--- src/rtl/frame_window_downloader.sv ---
`default_nettype none
// ============================================================================
//  Module   : frame_window_downloader
//  Brief    : Fetches a cropped, offset window out of a burst-addressed source
//             frame and streams it into the display FIFO as marker-delimited
//             (PIXEL_BITS+1)-bit words.
//  Revision : 1.0 - initial release
// ============================================================================
module frame_window_downloader #(
    parameter int ADDR_WIDTH   = 21,
    parameter int BURST_WORDS  = 8,
    parameter int PIXEL_BITS   = 16,
    parameter int FRAME_WIDTH  = 480,
    parameter int FRAME_HEIGHT = 272,
    parameter int SRC_WIDTH    = 640,
    parameter int SRC_HEIGHT   = 480
) (
    input  logic                  clk,
    input  logic                  reset_n,
    input  logic                  start,
    input  logic                  abort,
    input  logic [ADDR_WIDTH-1:0] base_addr,
    input  logic [10:0]           x_off,
    input  logic [10:0]           y_off,
    output logic                  busy,
    input  logic                  queue_full,
    output logic [PIXEL_BITS:0]   queue_data,
    output logic                  wr_en,
    output logic                  read_rq,
    input  logic                  read_ack,
    output logic [ADDR_WIDTH-1:0] read_addr,
    output logic                  mem_rd_en,
    input  logic [31:0]           read_data,
    input  logic                  rd_data_valid,
    output logic                  download_done
);

    localparam int c_PIX_PER_BURST = 2 * BURST_WORDS;
    localparam int c_BEAT_W        = $clog2(BURST_WORDS);
    localparam int c_PIX_W         = $clog2(c_PIX_PER_BURST);
    localparam int c_COL_W         = $clog2(FRAME_WIDTH);
    localparam int c_ROW_W         = $clog2(FRAME_HEIGHT + 1);

    localparam logic [c_COL_W-1:0]    c_COL_LAST     = c_COL_W'(FRAME_WIDTH - 1);
    localparam logic [c_ROW_W-1:0]    c_ROW_END      = c_ROW_W'(FRAME_HEIGHT);
    localparam logic [c_BEAT_W-1:0]   c_BEAT_LAST    = c_BEAT_W'(BURST_WORDS - 1);
    localparam logic [c_PIX_W-1:0]    c_PIX_LAST     = c_PIX_W'(c_PIX_PER_BURST - 1);
    localparam logic [ADDR_WIDTH-1:0] c_ROW_STRIDE   = ADDR_WIDTH'(SRC_WIDTH / 2);
    localparam logic [ADDR_WIDTH-1:0] c_BURST_STRIDE = ADDR_WIDTH'(BURST_WORDS);
    localparam logic [10:0]           c_MAX_X        = 11'(SRC_WIDTH - FRAME_WIDTH);
    localparam logic [10:0]           c_MAX_Y        = 11'(SRC_HEIGHT - FRAME_HEIGHT);

    localparam logic [PIXEL_BITS:0] c_MARK_FRAME = {1'b1, {PIXEL_BITS{1'b0}}};
    localparam logic [PIXEL_BITS:0] c_MARK_ROW   = {1'b1, PIXEL_BITS'(1)};
    localparam logic [PIXEL_BITS:0] c_MARK_END   = {(PIXEL_BITS + 1){1'b1}};

    typedef enum logic [3:0] {
        S_IDLE        = 4'd0,
        S_FRAME_START = 4'd1,
        S_ROW_START   = 4'd2,
        S_REQ         = 4'd3,
        S_WAIT_ACK    = 4'd4,
        S_RECV        = 4'd5,
        S_DRAIN       = 4'd6,
        S_FRAME_END   = 4'd7,
        S_DONE        = 4'd8
    } state_t;

    state_t                  r_state;
    state_t                  w_state_next;
    logic [c_ROW_W-1:0]      r_row;
    logic [c_COL_W-1:0]      r_col;
    logic [c_BEAT_W-1:0]     r_beat;
    logic [c_PIX_W-1:0]      r_pix;
    logic [ADDR_WIDTH-1:0]   r_row_addr;
    logic [ADDR_WIDTH-1:0]   r_burst_addr;
    logic                    r_abort_pend;
    logic [31:0]             r_buf [BURST_WORDS];

    logic [10:0]             w_x_even;
    logic [10:0]             w_x_eff;
    logic [10:0]             w_y_eff;
    logic [31:0]             w_y_words;
    logic [ADDR_WIDTH-1:0]   w_start_addr;
    logic [31:0]             w_buf_word;
    logic [PIXEL_BITS-1:0]   w_pixel;
    logic                    w_burst_last;

    // Clamp the requested offsets so the window stays inside the source frame
    // and derive the word address of the window's first pixel.
    always_comb begin
        w_x_even     = x_off & ~11'd1;
        w_x_eff      = (w_x_even > c_MAX_X) ? c_MAX_X : w_x_even;
        w_y_eff      = (y_off > c_MAX_Y) ? c_MAX_Y : y_off;
        w_y_words    = 32'(w_y_eff) * 32'(SRC_WIDTH / 2);
        w_start_addr = base_addr + ADDR_WIDTH'(w_y_words) + ADDR_WIDTH'(w_x_eff >> 1);
    end

    // Select the current pixel from the burst buffer; low half of a word comes first.
    always_comb begin
        w_buf_word   = r_buf[r_pix >> 1];
        w_pixel      = r_pix[0] ? w_buf_word[2*PIXEL_BITS-1:PIXEL_BITS] : w_buf_word[PIXEL_BITS-1:0];
        w_burst_last = rd_data_valid && (r_beat == c_BEAT_LAST);
    end

    // State register.
    always_ff @(posedge clk or negedge reset_n) begin
        if (!reset_n) begin
            r_state <= S_IDLE;
        end else begin
            r_state <= w_state_next;
        end
    end

    // Next-state and output decode; writes only happen on non-full cycles.
    always_comb begin
        w_state_next  = r_state;
        busy          = (r_state != S_IDLE);
        queue_data    = '0;
        wr_en         = 1'b0;
        read_rq       = 1'b0;
        read_addr     = '0;
        mem_rd_en     = 1'b0;
        download_done = 1'b0;
        case (r_state)
            S_IDLE: begin
                if (start && !abort) begin
                    w_state_next = S_FRAME_START;
                end
            end
            S_FRAME_START: begin
                queue_data = c_MARK_FRAME;
                if (abort) begin
                    w_state_next = S_IDLE;
                end else if (!queue_full) begin
                    wr_en        = 1'b1;
                    w_state_next = S_ROW_START;
                end
            end
            S_ROW_START: begin
                if (abort) begin
                    w_state_next = S_IDLE;
                end else if (r_row == c_ROW_END) begin
                    w_state_next = S_FRAME_END;
                end else begin
                    queue_data = c_MARK_ROW;
                    if (!queue_full) begin
                        wr_en        = 1'b1;
                        w_state_next = S_REQ;
                    end
                end
            end
            S_REQ: begin
                read_addr = r_burst_addr;
                if (abort) begin
                    w_state_next = S_IDLE;
                end else begin
                    read_rq      = 1'b1;
                    w_state_next = S_WAIT_ACK;
                end
            end
            S_WAIT_ACK: begin
                // The grant is always honoured, even with an abort pending,
                // so the arbiter's burst is never left half-consumed.
                read_addr = r_burst_addr;
                if (read_ack) begin
                    mem_rd_en    = 1'b1;
                    w_state_next = S_RECV;
                end else begin
                    read_rq = 1'b1;
                end
            end
            S_RECV: begin
                if (w_burst_last) begin
                    w_state_next = (r_abort_pend || abort) ? S_IDLE : S_DRAIN;
                end
            end
            S_DRAIN: begin
                queue_data = {1'b0, w_pixel};
                if (abort) begin
                    w_state_next = S_IDLE;
                end else if (!queue_full) begin
                    wr_en = 1'b1;
                    if (r_col == c_COL_LAST) begin
                        w_state_next = S_ROW_START;
                    end else if (r_pix == c_PIX_LAST) begin
                        w_state_next = S_REQ;
                    end
                end
            end
            S_FRAME_END: begin
                queue_data = c_MARK_END;
                if (!queue_full) begin
                    wr_en        = 1'b1;
                    w_state_next = S_DONE;
                end
            end
            S_DONE: begin
                download_done = 1'b1;
                w_state_next  = S_IDLE;
            end
            default: begin
                w_state_next = S_IDLE;
            end
        endcase
    end

    // Row/column/burst bookkeeping and address generation.
    always_ff @(posedge clk or negedge reset_n) begin
        if (!reset_n) begin
            r_row        <= '0;
            r_col        <= '0;
            r_beat       <= '0;
            r_pix        <= '0;
            r_row_addr   <= '0;
            r_burst_addr <= '0;
            r_abort_pend <= 1'b0;
        end else begin
            case (r_state)
                S_IDLE: begin
                    if (start && !abort) begin
                        r_row        <= '0;
                        r_col        <= '0;
                        r_row_addr   <= w_start_addr;
                        r_burst_addr <= w_start_addr;
                        r_abort_pend <= 1'b0;
                    end
                end
                S_WAIT_ACK: begin
                    if (abort) begin
                        r_abort_pend <= 1'b1;
                    end
                    if (read_ack) begin
                        r_beat <= '0;
                    end
                end
                S_RECV: begin
                    if (abort) begin
                        r_abort_pend <= 1'b1;
                    end
                    if (rd_data_valid) begin
                        r_beat <= r_beat + 1'b1;
                    end
                    if (w_burst_last) begin
                        r_pix <= '0;
                    end
                end
                S_DRAIN: begin
                    if (wr_en) begin
                        if (r_col == c_COL_LAST) begin
                            // Leftover pixels of the final burst are simply dropped.
                            r_col        <= '0;
                            r_row        <= r_row + 1'b1;
                            r_row_addr   <= r_row_addr + c_ROW_STRIDE;
                            r_burst_addr <= r_row_addr + c_ROW_STRIDE;
                        end else begin
                            r_col <= r_col + 1'b1;
                            r_pix <= r_pix + 1'b1;
                            if (r_pix == c_PIX_LAST) begin
                                r_burst_addr <= r_burst_addr + c_BURST_STRIDE;
                            end
                        end
                    end
                end
                default: begin
                end
            endcase
        end
    end

    // Burst buffer capture; contents are don't-care outside RECV/DRAIN.
    always_ff @(posedge clk) begin
        if (r_state == S_RECV && rd_data_valid) begin
            r_buf[r_beat] <= read_data;
        end
    end

endmodule
`default_nettype wire

--- config.mk ---
export PLATFORM = sky130hd
export DESIGN_NAME = frame_window_downloader
export DESIGN_NICKNAME = d
export VERILOG_FILES = /design/src/rtl/frame_window_downloader.sv
export SDC_FILE = /design/constraint.sdc
export NUM_CORES = 1
export LEC_CHECK = 0
export BUFFER_PORTS_ARGS = -buffer_cell sky130_fd_sc_hd__buf_2
export CAP_MARGIN = 30
export CORE_MARGIN = 10
export CORE_UTILIZATION = 60
export CTS_BUF_LIST = sky130_fd_sc_hd__clkbuf_16
export DETAILED_ROUTE_END_ITERATION = 12
export PLACE_DENSITY = 0.8
export SLEW_MARGIN = 25
export SYNTH_ARGS = -nofsm -noshare
export SYNTH_HDL_FRONTEND = slang
export SYNTH_SLANG_ARGS = --single-unit
--- constraint.sdc ---
create_clock -name clk -period 6.2 [get_ports clk]
set_input_delay 1.24 -clock clk [delete_from_list [all_inputs] [get_ports clk]]
set_output_delay 1.24 -clock clk [all_outputs]
set_load 0.01 [all_outputs]
==> impl_metrics.tcl <==
set metrics [dict create \
    status "complete, no violations" \
    wl_per_cell_um 22.3 \
    clk_pin_slew_ns 0.06 \
    hpwl_um 24000 \
    overflow 0 \
    tightestPinTransition_ns 0.960 \
    max-vdd-ir-drop_mv 0.363 \
    io_pins 125 \
    cts_hold_buf 0 \
    drt_iter0_drc 939 \
    wl_um 38900 \
    grt_pass1_wl_um 59200 \
    finalCriticalPeriod_ns 5.69 \
    finalSetupViolations 0 \
    seq_area_frac_synth 0.577 \
    start_util 0.610 \
    pwr_density_cell_nw_per_um2 358 \
    viasPerCell 6.25 \
    drive_above_1_share 0.204 \
    postRouteAntennaNets 0 \
    grt_max_degree 50 \
    nNetsFinal 1519 \
    yosys_warnings 0 \
    grt_pass1_vias 10900 \
    critical_path_depth 22 \
    setup_ws_ns 0.514 \
    clock_sinks 328 \
    drc_errors 0 \
    synth-edff-count 256 \
    max_cap_viol_count 0 \
    ys.flop_type "edfxtp_1" \
    leakage_nw 6.99 \
    cts_root_buffer "clkbuf_16" \
    synth_cell_type_count 79 \
    fp.dieArea_um2 34400 \
    cp-endpoint "r_burst_addr[19]" \
    fp.dieW_um 186 \
    crit_path_max_incr_delay_ns 0.54 \
    gr-usage-all-layers 0.222 \
    arrival_ns 6.09 \
    pre_cts_slack_ns 0.0345 \
    crit_fanout 14 \
    setup_tns_ns 0 \
    r2r-start "r_state[3]" \
    io_buffers 123 \
    antenna_found_initial 7 \
    clk_latency_ns 0.53 \
    slew_headroom 0.360 \
    gp_congestion 0.883 \
    cp_top_family "compound AO/OA/AOI/OAI gates" \
    netlist_area_um2 16400 \
    cts.path.max_buffers 3 \
    vias 10900 \
    drv_slew 0 \
    fin_worst_skew_ns 0.00931 \
    timing.hold.ws_ns 0.477 \
    hold_viol 0 \
    r2r_end "r_row_addr[12]" \
    post-cts-setup-buffer-count 0 \
    core_um2 27000 \
    n_fill_cell 1786 \
    ys_seq_elements 328 \
    die_h_um 186 \
    cp_num_buf_inv 2 \
    row_count 60 \
    fin_crit_sh 0.917 \
    worst_path_most_repeated_cell "a21oi_1" \
    endpoint_kind "flop" \
    slowest_stage "or4_1" \
    hp-class "reg -> reg" \
    crit_type "in -> reg" \
    rr_worst_depth 8 \
    cts_buffers 34 \
    critPathLaunch "y_off[0]" \
    async_flop_share 0.220 \
    clock.fmax_ghz 0.176 \
    grt_setup_unrepaired "no" \
    area_growth_pct 12.8 \
    synthCells 1248 \
    required_ns 6.60 \
    cts_tree "built" \
    syn_avg_cell_area_um2 13.2 \
    ff2ff_setup_slack_ns 2.57 \
    crit_chain "buf_2, or4_1, a21oi_1, nor2_1, nor4_1, buf_4, and3_1, ha_1, a21o_1, a21oi_1, o21bai_1, a21oi_1, o21ai_0, xor2_1, ha_1, ha_1, a21o_1, a21o_1, a21oi_1, mux2i_1, o21ai_0, o41ai_1" \
    drt-pass1-iter-count 5 \
    cp-start-kind "primary input" \
    ctsResizeCount 0 \
    h-tree-depth 2 \
]
==> per-layer routing <==
metal	track usage	vias to the layer above	wire length (um)
li1	-	5003	-
met1	0.273	5378	15100
met2	0.385	436	20000
met3	0.0439	78	2790
met4	0.0757	4	1010
met5	0	-	22
==> how the worst min path moves through the flow <==
| stage | from | end | slack, ns | depth (start not counted) |
|---|---|---|---|---|
| detailed placement | r_burst_addr[2] | r_burst_addr[2] | 0.47 | 2 |
| floorplan | r_burst_addr[2] | r_burst_addr[2] | 0.44 | 2 |
| global route | r_burst_addr[2] | r_burst_addr[2] | 0.49 | 2 |
| finish | r_burst_addr[2] | r_burst_addr[2] | 0.48 | 2 |
| CTS | r_burst_addr[2] | r_burst_addr[2] | 0.48 | 2 |
| global placement | r_burst_addr[2] | r_burst_addr[2] | 0.46 | 2 |
==> worst reg2reg max path, delay by kind of cell (launching register included) <==
family                 cells  cell delay [ns]
DFF                        1             0.57
buffers and inverters      2             0.74
AOI/OAI and AO/OA          4             1.25
and+or+nand+nor            2             0.93
==> power breakdown <==
part	switching, mW	leakage (nW)	internal (mW)
Clock	0.848	0.520	1.09
Sequential	0.284	3.21	2.55
Combinational	0.975	3.26	0.888
==> final cells by class <==
cell class	instances	area, um2	area share
Antenna cell	5	12.5	0.000675
Timing Repair Buffer	145	798	0.0430
Clock inverter	27	195	0.0105
Sequential cell	328	9500	0.512
Clock buffer	34	851	0.0459
Inverter	23	86.3	0.00465
Multi-Input combinational cell	842	6680	0.360
Tap cell	341	427	0.0230
==> registers in the layout (all words and copies together), names as in the netlist <==
register	count
r_pix	4
r_row	9
r_row_addr	21
r_buf	256
r_burst_addr	21
r_state	4
r_abort_pend	1
r_beat	3
r_col	9
==> cell families after synthesis <==
group	Yosys count	share of synthesized area
AND/OR/NAND/NOR	368	0.110
flip-flops	328	0.577
AO/OA/AOI/OAI	232	0.0918
multiplexers	112	0.117
buffers and inverters	85	0.0212
adder cells (fa/ha/maj)	63	0.0507
XOR/XNOR	58	0.0309
other	2	0.000457
==> synth_stat cells (all sizes together), types with 6 or more instances <==
| cell type | instances | area share |
|---|---|---|
| o31ai | 8 | 0.0053 |
| nand3 | 26 | 0.0079 |
| nor3 | 16 | 0.0052 |
| o21a | 6 | 0.0027 |
| nor2b | 12 | 0.0047 |
| a21o | 13 | 0.0059 |
| nand4 | 13 | 0.0053 |
| dfrtp | 72 | 0.11 |
| o21ai | 67 | 0.020 |
| nand2b | 13 | 0.0049 |
| mux4 | 64 | 0.088 |
| xnor2 | 28 | 0.015 |
| xor2 | 30 | 0.016 |
| nand2 | 97 | 0.022 |
| buf | 25 | 0.0075 |
| clkbuf | 37 | 0.0084 |
| o22ai | 8 | 0.0030 |
| inv | 23 | 0.0053 |
| ha | 57 | 0.043 |
| nor2 | 109 | 0.025 |
| fa | 6 | 0.0073 |
| nor4 | 6 | 0.0032 |
| a21oi | 63 | 0.019 |
| a31oi | 13 | 0.0049 |
| and2 | 30 | 0.011 |
| edfxtp | 256 | 0.47 |
| and3 | 23 | 0.0088 |
| o211ai | 7 | 0.0032 |
| mux2 | 6 | 0.0041 |
| mux2i | 42 | 0.026 |
==> placed cells by master, fill, tap and decap left out, types with 7 or more instances in the layout <==
cell type    n
o22ai_1      7
a21o_1      13
clkbuf_16   34
nor2b_1     11
and2_1      29
edfxtp_1   256
a31oi_1     13
o211ai_1     7
xor2_1      30
mux2i_1     42
nor3_1      11
ha_1        57
mux4_2      64
nor2_1     106
inv_1       25
xnor2_1     28
clkinv_1    15
dfrtp_1     69
and3_1      23
o21ai_0     67
nand2b_1    13
conb_1       9
nand3_1     26
a21oi_1     62
buf_4       19
nand4_1     12
nand2_1     97
buf_2      123
==> through the flow <==
| stage | util | power (mW) | area [um2] | std cells |
|---|---|---|---|---|
| CTS | 0.686 | 6.63 | 18500 | 1737 |
| detailed placement | 0.647 | 4.69 | 17400 | 1676 |
| global placement | 0.647 | 4.62 | 17400 | 1676 |
| floorplan | - | 4.20 | 16500 | 1255 |
| finish | 0.688 | 6.64 | 18500 | 1745 |
| global route | 0.688 | 6.96 | 18500 | 1743 |
Note: power is estimated with default switching activity, not from simulation.
